$ cat config.mk
export PLATFORM = sky130hd
export DESIGN_NAME = uc_move_tiros_n_flat
export DESIGN_NICKNAME = d
export VERILOG_FILES = /design/src/rtl/astro_pkg.sv /design/src/rtl/uc_move_tiros_n_if.sv /design/src/rtl/calc_pos_tiro.sv /design/src/rtl/uc_move_tiros_n.sv /design/src/flat_wrapper.sv
export SDC_FILE = /design/constraint.sdc
export NUM_CORES = 1
export LEC_CHECK = 0
export ABC_AREA = 1
export BUFFER_PORTS_ARGS = -buffer_cell sky130_fd_sc_hd__buf_2
export CORE_UTILIZATION = 25
export DETAILED_ROUTE_END_ITERATION = 8
export GPL_TIMING_DRIVEN = 0
export PLACE_DENSITY_LB_ADDON = 0.12
export SLEW_MARGIN = 20
export SYNTH_ARGS = -nofsm -noshare
export SYNTH_HDL_FRONTEND = slang
export SYNTH_SLANG_ARGS = --single-unit
$ cat constraint.sdc
create_clock -name clock -period 1.9 [get_ports clock]
set_clock_uncertainty 0.15 [all_clocks]
set_input_delay 0.095 -clock clock [delete_from_list [all_inputs] [get_ports clock]]
set_output_delay 0.095 -clock clock [all_outputs]
set_load 0.005 [all_outputs]
$ cat src/rtl/astro_pkg.sv
// Shared AstroGenius definitions: shot opcodes, record widths, mover state codes
// and the per-axis direction decode used by the movement calculators.
package astro_pkg;

   localparam int OPCODE_W      = 3;
   localparam int COORD_W_DFLT  = 8;
   localparam int ESTADO_W      = 3;

   // Opcode names: DIR/ESQ = +x/-x, BAIXO/CIMA = +y/-y
   localparam logic [OPCODE_W-1:0] OP_DIR_DIR       = 3'b000;
   localparam logic [OPCODE_W-1:0] OP_DIR_ESQ       = 3'b001;
   localparam logic [OPCODE_W-1:0] OP_DIR_BAIXO     = 3'b010;
   localparam logic [OPCODE_W-1:0] OP_DIR_CIMA      = 3'b011;
   localparam logic [OPCODE_W-1:0] OP_DIR_DIR_BAIXO = 3'b100;
   localparam logic [OPCODE_W-1:0] OP_DIR_DIR_CIMA  = 3'b101;
   localparam logic [OPCODE_W-1:0] OP_DIR_ESQ_BAIXO = 3'b110;
   localparam logic [OPCODE_W-1:0] OP_DIR_ESQ_CIMA  = 3'b111;

   typedef enum logic [ESTADO_W-1:0] {
      ST_ESPERA   = 3'd0,
      ST_LEITURA  = 3'd1,
      ST_AVALIA   = 3'd2,
      ST_ESCREVE  = 3'd3,
      ST_SINALIZA = 3'd4
   } estado_t;

   typedef enum logic [1:0] {
      MV_ZERO = 2'd0,
      MV_POS  = 2'd1,
      MV_NEG  = 2'd2
   } mov_t;

   function automatic mov_t mov_x(input logic [OPCODE_W-1:0] op);
      mov_t m;
      case (op)
         OP_DIR_DIR, OP_DIR_DIR_BAIXO, OP_DIR_DIR_CIMA: m = MV_POS;
         OP_DIR_ESQ, OP_DIR_ESQ_BAIXO, OP_DIR_ESQ_CIMA: m = MV_NEG;
         default:                                      m = MV_ZERO;
      endcase
      return m;
   endfunction

   function automatic mov_t mov_y(input logic [OPCODE_W-1:0] op);
      mov_t m;
      case (op)
         OP_DIR_BAIXO, OP_DIR_DIR_BAIXO, OP_DIR_ESQ_BAIXO: m = MV_POS;
         OP_DIR_CIMA, OP_DIR_DIR_CIMA, OP_DIR_ESQ_CIMA:    m = MV_NEG;
         default:                                         m = MV_ZERO;
      endcase
      return m;
   endfunction

endpackage

$ cat src/rtl/uc_move_tiros_n_if.sv
// Shot-memory port: address, synchronous read data and write strobe/data.
interface uc_move_tiros_n_if
   import astro_pkg::*;
#(
   parameter int AW      = 3,
   parameter int COORD_W = COORD_W_DFLT
);
   logic [AW-1:0]       mem_addr;
   logic                mem_rd_loaded;
   logic [OPCODE_W-1:0] mem_rd_opcode;
   logic [COORD_W-1:0]  mem_rd_x;
   logic [COORD_W-1:0]  mem_rd_y;
   logic                mem_we;
   logic                mem_wr_loaded;
   logic [COORD_W-1:0]  mem_wr_x;
   logic [COORD_W-1:0]  mem_wr_y;

   modport master (
      output mem_addr, mem_we, mem_wr_loaded, mem_wr_x, mem_wr_y,
      input  mem_rd_loaded, mem_rd_opcode, mem_rd_x, mem_rd_y
   );

   modport slave (
      input  mem_addr, mem_we, mem_wr_loaded, mem_wr_x, mem_wr_y,
      output mem_rd_loaded, mem_rd_opcode, mem_rd_x, mem_rd_y
   );
endinterface

$ cat src/rtl/calc_pos_tiro.sv
// Combinational next-position and off-screen test for one moving object.
// Exit tests use one extra bit so nothing wraps near the coordinate limits.
module calc_pos_tiro
   import astro_pkg::*;
#(
   parameter int COORD_W = COORD_W_DFLT,
   parameter int X_MIN   = 0,
   parameter int X_MAX   = 159,
   parameter int Y_MIN   = 0,
   parameter int Y_MAX   = 119,
   parameter int STEP    = 1
)(
   input  logic [OPCODE_W-1:0] i_opcode,
   input  logic [COORD_W-1:0]  i_x,
   input  logic [COORD_W-1:0]  i_y,
   output logic [COORD_W-1:0]  o_new_x,
   output logic [COORD_W-1:0]  o_new_y,
   output logic                o_sai_tela
);
   localparam logic [COORD_W:0]   L_STEP    = (COORD_W+1)'(STEP);
   localparam logic [COORD_W-1:0] L_STEP_C  = COORD_W'(STEP);
   localparam logic [COORD_W:0]   L_X_MAX   = (COORD_W+1)'(X_MAX);
   localparam logic [COORD_W:0]   L_Y_MAX   = (COORD_W+1)'(Y_MAX);
   localparam logic [COORD_W:0]   L_X_LIMN  = (COORD_W+1)'(X_MIN + STEP);
   localparam logic [COORD_W:0]   L_Y_LIMN  = (COORD_W+1)'(Y_MIN + STEP);

   mov_t             w_mx;
   mov_t             w_my;
   logic [COORD_W:0] w_x_ext;
   logic [COORD_W:0] w_y_ext;
   logic             w_sai_x;
   logic             w_sai_y;

   always_comb begin
      w_mx    = mov_x(i_opcode);
      w_my    = mov_y(i_opcode);
      w_x_ext = {1'b0, i_x};
      w_y_ext = {1'b0, i_y};
      w_sai_x = 1'b0;
      w_sai_y = 1'b0;
      o_new_x = i_x;
      o_new_y = i_y;

      case (w_mx)
         MV_POS: begin
            w_sai_x = (w_x_ext + L_STEP) > L_X_MAX;
            o_new_x = i_x + L_STEP_C;
         end
         MV_NEG: begin
            w_sai_x = w_x_ext < L_X_LIMN;
            o_new_x = i_x - L_STEP_C;
         end
         default: ;
      endcase

      case (w_my)
         MV_POS: begin
            w_sai_y = (w_y_ext + L_STEP) > L_Y_MAX;
            o_new_y = i_y + L_STEP_C;
         end
         MV_NEG: begin
            w_sai_y = w_y_ext < L_Y_LIMN;
            o_new_y = i_y - L_STEP_C;
         end
         default: ;
      endcase

      o_sai_tela = w_sai_x | w_sai_y;
   end

endmodule

$ cat src/rtl/uc_move_tiros_n.sv
// Shot mover: one pass over the shot memory per start request, unloading
// shots that would leave the screen and stepping the rest.
//
// state    | meaning
// ESPERA   | idle, waiting for iniciar
// LEITURA  | present index on mem_addr
// AVALIA   | read data valid, compute move or exit
// ESCREVE  | write the entry back
// SINALIZA | one-cycle completion pulse
module uc_move_tiros_n
   import astro_pkg::*;
#(
   parameter int N_TIROS = 8,
   parameter int COORD_W = COORD_W_DFLT,
   parameter int X_MIN   = 0,
   parameter int X_MAX   = 159,
   parameter int Y_MIN   = 0,
   parameter int Y_MAX   = 119,
   parameter int STEP    = 1,
   localparam int AW     = (N_TIROS > 1) ? $clog2(N_TIROS) : 1
)(
   input  logic                clock,
   input  logic                reset_n,
   input  logic                iniciar,
   uc_move_tiros_n_if.master   mem,
   output logic                busy,
   output logic                movimentacao_concluida_tiro,
   output logic [AW:0]         tiros_removidos,
   output logic [ESTADO_W-1:0] db_estado
);
   estado_t            r_estado;
   estado_t            w_prox_estado;
   logic [AW-1:0]      r_idx;
   logic [AW:0]        r_removidos;
   logic               r_wr_loaded;
   logic [COORD_W-1:0] r_wr_x;
   logic [COORD_W-1:0] r_wr_y;
   logic [COORD_W-1:0] w_new_x;
   logic [COORD_W-1:0] w_new_y;
   logic               w_sai;
   logic               w_last;

   calc_pos_tiro #(
      .COORD_W (COORD_W),
      .X_MIN   (X_MIN),
      .X_MAX   (X_MAX),
      .Y_MIN   (Y_MIN),
      .Y_MAX   (Y_MAX),
      .STEP    (STEP)
   ) u_calc (
      .i_opcode   (mem.mem_rd_opcode),
      .i_x        (mem.mem_rd_x),
      .i_y        (mem.mem_rd_y),
      .o_new_x    (w_new_x),
      .o_new_y    (w_new_y),
      .o_sai_tela (w_sai)
   );

   assign w_last = (r_idx == AW'(N_TIROS - 1));

   always_ff @(posedge clock or negedge reset_n) begin
      if (!reset_n) r_estado <= ST_ESPERA;
      else          r_estado <= w_prox_estado;
   end

   always_comb begin
      w_prox_estado = r_estado;
      case (r_estado)
         ST_ESPERA:   if (iniciar) w_prox_estado = ST_LEITURA;
         ST_LEITURA:  w_prox_estado = ST_AVALIA;
         ST_AVALIA: begin
            if (mem.mem_rd_loaded) w_prox_estado = ST_ESCREVE;
            else if (w_last)       w_prox_estado = ST_SINALIZA;
            else                   w_prox_estado = ST_LEITURA;
         end
         ST_ESCREVE:  w_prox_estado = w_last ? ST_SINALIZA : ST_LEITURA;
         ST_SINALIZA: w_prox_estado = ST_ESPERA;
         default:     w_prox_estado = ST_ESPERA;
      endcase
   end

   // Write data is captured in AVALIA so ESCREVE does not depend on the read port.
   always_ff @(posedge clock or negedge reset_n) begin
      if (!reset_n) begin
         r_idx       <= '0;
         r_removidos <= '0;
         r_wr_loaded <= 1'b0;
         r_wr_x      <= '0;
         r_wr_y      <= '0;
      end else begin
         case (r_estado)
            ST_ESPERA: begin
               if (iniciar) begin
                  r_idx       <= '0;
                  r_removidos <= '0;
               end
            end
            ST_AVALIA: begin
               if (mem.mem_rd_loaded) begin
                  r_wr_loaded <= ~w_sai;
                  r_wr_x      <= w_sai ? mem.mem_rd_x : w_new_x;
                  r_wr_y      <= w_sai ? mem.mem_rd_y : w_new_y;
               end else if (!w_last) begin
                  r_idx <= r_idx + AW'(1);
               end
            end
            ST_ESCREVE: begin
               if (!r_wr_loaded) r_removidos <= r_removidos + (AW+1)'(1);
               if (!w_last)      r_idx       <= r_idx + AW'(1);
            end
            default: ;
         endcase
      end
   end

   assign mem.mem_addr      = r_idx;
   assign mem.mem_we        = (r_estado == ST_ESCREVE);
   assign mem.mem_wr_loaded = (r_estado == ST_ESCREVE) ? r_wr_loaded : 1'b0;
   assign mem.mem_wr_x      = (r_estado == ST_ESCREVE) ? r_wr_x : '0;
   assign mem.mem_wr_y      = (r_estado == ST_ESCREVE) ? r_wr_y : '0;

   assign busy                        = (r_estado != ST_ESPERA);
   assign movimentacao_concluida_tiro = (r_estado == ST_SINALIZA);
   assign tiros_removidos             = r_removidos;
   assign db_estado                   = r_estado;

endmodule
$ cat src/flat_wrapper.sv
// flat-port wrapper written by rule: the top's interface ports become plain ports
module uc_move_tiros_n_flat import astro_pkg::*;
#(
   parameter int N_TIROS = 8,
   parameter int COORD_W = COORD_W_DFLT,
   parameter int X_MIN   = 0,
   parameter int X_MAX   = 159,
   parameter int Y_MIN   = 0,
   parameter int Y_MAX   = 119,
   parameter int STEP    = 1,
   localparam int AW     = (N_TIROS > 1) ? $clog2(N_TIROS) : 1
)
  (clock, reset_n, iniciar, busy, movimentacao_concluida_tiro, tiros_removidos, db_estado, mem_mem_addr, mem_mem_we, mem_mem_wr_loaded, mem_mem_wr_x, mem_mem_wr_y, mem_mem_rd_loaded, mem_mem_rd_opcode, mem_mem_rd_x, mem_mem_rd_y);
  uc_move_tiros_n_if #(.COORD_W(COORD_W)) mem_i ();
  input  logic clock;
  input  logic reset_n;
  input  logic iniciar;
  output logic busy;
  output logic movimentacao_concluida_tiro;
  output logic [AW:0] tiros_removidos;
  output logic [ESTADO_W-1:0] db_estado;
  output wire logic [$bits(mem_i.mem_addr)-1:0] mem_mem_addr;
  output wire logic [$bits(mem_i.mem_we)-1:0] mem_mem_we;
  output wire logic [$bits(mem_i.mem_wr_loaded)-1:0] mem_mem_wr_loaded;
  output wire logic [$bits(mem_i.mem_wr_x)-1:0] mem_mem_wr_x;
  output wire logic [$bits(mem_i.mem_wr_y)-1:0] mem_mem_wr_y;
  input wire logic [$bits(mem_i.mem_rd_loaded)-1:0] mem_mem_rd_loaded;
  input wire logic [$bits(mem_i.mem_rd_opcode)-1:0] mem_mem_rd_opcode;
  input wire logic [$bits(mem_i.mem_rd_x)-1:0] mem_mem_rd_x;
  input wire logic [$bits(mem_i.mem_rd_y)-1:0] mem_mem_rd_y;
  assign mem_mem_addr = mem_i.mem_addr;
  assign mem_mem_we = mem_i.mem_we;
  assign mem_mem_wr_loaded = mem_i.mem_wr_loaded;
  assign mem_mem_wr_x = mem_i.mem_wr_x;
  assign mem_mem_wr_y = mem_i.mem_wr_y;
  assign mem_i.mem_rd_loaded = mem_mem_rd_loaded;
  assign mem_i.mem_rd_opcode = mem_mem_rd_opcode;
  assign mem_i.mem_rd_x = mem_mem_rd_x;
  assign mem_i.mem_rd_y = mem_mem_rd_y;
  uc_move_tiros_n #(.N_TIROS(N_TIROS), .COORD_W(COORD_W), .X_MIN(X_MIN), .X_MAX(X_MAX), .Y_MIN(Y_MIN), .Y_MAX(Y_MAX), .STEP(STEP)) u_core (.clock(clock), .reset_n(reset_n), .iniciar(iniciar), .mem(mem_i), .busy(busy), .movimentacao_concluida_tiro(movimentacao_concluida_tiro), .tiros_removidos(tiros_removidos), .db_estado(db_estado));
endmodule
==> impl_metrics.json <==
{
  "hold_depth": 5,
  "synth_ff_type": "dfrtp_1",
  "power_frac_seq_pct": 32.6,
  "cts_tree": "done",
  "clkSinkCount": 27,
  "worst_ep_required_time_ns": 1.92,
  "ys_async_sr_fraction_pct": 100.0,
  "drv_slew": 0,
  "r2r_start": "u_core.db_estado[2]",
  "setup_violations": 0,
  "area_delta_synth_final_pct": 27.39,
  "gp_congestion": 0.8044,
  "whs_endpoint": "u_core.r_wr_y[6]",
  "dieArea_mm2": 0.01083,
  "cp-end-kind": "register",
  "grt_overflow_total": 0,
  "synth_common_cells": "114 x nand2_1, 60 x inv_1, 49 x nand3_1",
  "fillers": 1141,
  "power_leakage_nw": 1.745,
  "cp.arrival_ns": 1.79,
  "nNetsFinal": 525,
  "grt_util_met2_pct": 21.14,
  "stdcell_count": 621,
  "r2r_setup_slack_ns": 0.13,
  "r2r_cells": 8,
  "maxSlewHeadroom_pct": 51.06,
  "ctsHtreeMaxLevel": 1,
  "status": "complete, no violations",
  "grt_max_degree": 28,
  "clk_latency_ns": 0.27,
  "io-pin-count": 53,
  "synth-seq-area-share_pct": 25.95,
  "ctsLongestPathBuffers": 2,
  "yosys.area.top_type": "dfrtp_1",
  "clockPowerShare_pct": 10.5,
  "numPortBuffers": 49,
  "avgViaCountPerCell": 4.464,
  "wl_mm": 7.059,
  "hold_slack_ns": 0.08123,
  "grt_util_met1_pct": 19.57,
  "finalPower_mw": 3.042,
  "netSwitchingPower_mw": 1.299,
  "core_area_mm2": 0.009955,
  "ir_drop_mv": 0.4237,
  "critPathLaunchType": "register",
  "dp_worst_setup_slack_ns": -0.3539,
  "tightest_slew_ns": 0.7285,
  "placed_cells": 606,
  "grt_pass1_wl_mm": 12.18,
  "ys_ff_latch": 27,
  "drive_gt1_share_pct": 26.43,
  "p_comb_share_pct": 56.9,
  "final_antenna_net_count": 0,
  "synth_top_cell_area_share_pct": 25.95,
  "grt_usage_pct": 13.33,
  "drtIter0Drc": 88,
  "synth_edf_count": 0,
  "internal_power_mw": 1.742,
  "remaining_drc_errors": 0,
  "fmax_ghz": 0.5641,
  "synth_nets": 460,
  "powerDensity_mw_per_mm2": 917.0,
  "netlist_instances": 424,
  "utilization_pct": 33.32,
  "worstSetupPathType": "register to register",
  "ys_types": 31,
  "final.setup.worst_slack_ns": 0.1272,
  "fin_crit_sh_pct": 93.30,
  "ys_warn_count": 0,
  "min_path_type": "input port to register",
  "wl_per_cell_um": 11.37,
  "cts_buffers": 3,
  "busiest_layer": "met2",
  "hpwl_mm": 5.649,
  "rows": 36,
  "worstHoldStart": "mem_mem_rd_y[6]",
  "yosysMostFrequentCell": "nand2_1",
  "netlist_area_mm2": 0.002604,
  "die_w_um": 104.1,
  "grt_pass1_vias": 2554,
  "critPathMaxFanout": 4,
  "diodes": 0,
  "grtUsageMet3_pct": 1.316,
  "r2r-end": "u_core.mem.mem_addr[0]",
  "max-cap-violations": 0,
  "initial_core_util_pct": 26.16,
  "period_needed_ns": 1.773,
  "cts.clk_slew.worst_paths_ns": 0.09,
  "die_h_um": 104.1,
  "antenna_found_initial": 0,
  "switching_share_pct": 42.72,
  "drtPass1Iterations": 5,
  "yosys-top-cells-area": "dfrtp_1 26%, nand2_1 16%, nand3_1 9.4%",
  "hold_viol": 0,
  "avgSynthCellArea_um2": 6.141,
  "vias": 2772,
  "cts_root_buf": "clkbuf_8"
}
worst max-delay path: stages (launching register included):
cell,delay (ns)
dfrtp_1,0.41
buf_4,0.16
nor3_2,0.18
inv_2,0.07
nand2_1,0.10
o21ai_1,0.11
nor3_4,0.25
o21ai_0,0.12
o21a_1,0.11
sequential cells by signal, summed over array words and instances (netlist names):
name / cells
u_core.r_wr_loaded: 1
u_core.r_wr_y: 8
u_core.r_wr_x: 8
u_core.tiros_removidos: 4
u_core.mem.mem_addr: 3
u_core.db_estado: 3
metrics by stage:
step	cell area, µm²	TNS [ns]
after global placement	3017	-5.653
after detailed placement	3017	-6.202
final	3317	0
after global routing	3317	-0.008543
after floorplan	2605	0
after CTS	3159	0
cell type report:
class	count	area (µm²)	share of cell area [%]
plain buffers	13	120.1	3.621
clock buffers	4	45.04	1.358
inverters	66	251.5	7.582
multi-input cells	317	1708	51.49
flip-flops and latches	27	675.6	20.37
well taps	133	166.4	5.017
repair buffers	61	350.3	10.56
layer usage:
layer,vias to the layer above,part of all wire [%]
met5,-,0
met3,2,4.5
met4,0,0.42
met1,1216,51
li1,1478,-
met2,76,44
what timing repair did:
item | in CTS | in global routing
hold buffers | 3 | 0
gates resized for setup | 13 | 42
pin swaps | 2 | 7
buffers inserted | 4 | 5
hold endpoints to repair | 29 | 0
setup endpoints to repair | 31 | 29
cell families after synthesis:
logic type | synth area share, %
adder cells (fa/ha/maj) | 6.247
AND/OR/NAND/NOR | 42.38
AO/OA/AOI/OAI | 12.45
XOR/XNOR | 0.3364
buffers and inverters | 12.64
flip-flops | 25.95
layout by cell type (no fill, tap or decap), drive strengths merged, types with 3 or more instances in the layout:
| cell type | synthesis | layout |
|---|---|---|
| a21oi | 26 | 26 |
| buf | 7 | 64 |
| clkbuf | 7 | 11 |
| dfrtp | 27 | 27 |
| dlygate4sd3 | 0 | 3 |
| ha | 13 | 13 |
| inv | 63 | 63 |
| nand2 | 129 | 129 |
| nand3 | 52 | 52 |
| nand4 | 7 | 7 |
| nor2 | 47 | 47 |
| nor3 | 5 | 5 |
| o21ai | 22 | 22 |
| o22ai | 5 | 5 |
power by group through the flow:
stage          combinational (mW)  clock [mW]  sequential (mW)
4_1_cts                      1.55       0.345            0.988
3_5_place_dp                 1.41           0             1.00
6_report                     1.73       0.319            0.990
3_3_place_gp                 1.39           0             1.00
2_1_floorplan               0.958           0            0.983
5_1_grt                      1.99       0.370             1.03
how the worst max path moves through the flow:
stage / slack (ns) / to / cells past startpoint / start
2_1_floorplan: 0.07 / u_core.r_wr_x[2] / 12 / mem_mem_rd_opcode[2]
3_3_place_gp: -0.31 / u_core.r_wr_y[1] / 16 / mem_mem_rd_opcode[2]
3_5_place_dp: -0.35 / u_core.r_wr_y[1] / 16 / mem_mem_rd_opcode[2]
5_1_grt: -0.005 / u_core.mem.mem_addr[0] / 8 / u_core.db_estado[2]
6_report: 0.13 / u_core.mem.mem_addr[0] / 8 / u_core.db_estado[2]
4_1_cts: 0.002 / mem_mem_wr_x[3] / 9 / u_core.db_estado[1]
(Power assumes the default switching activity.)
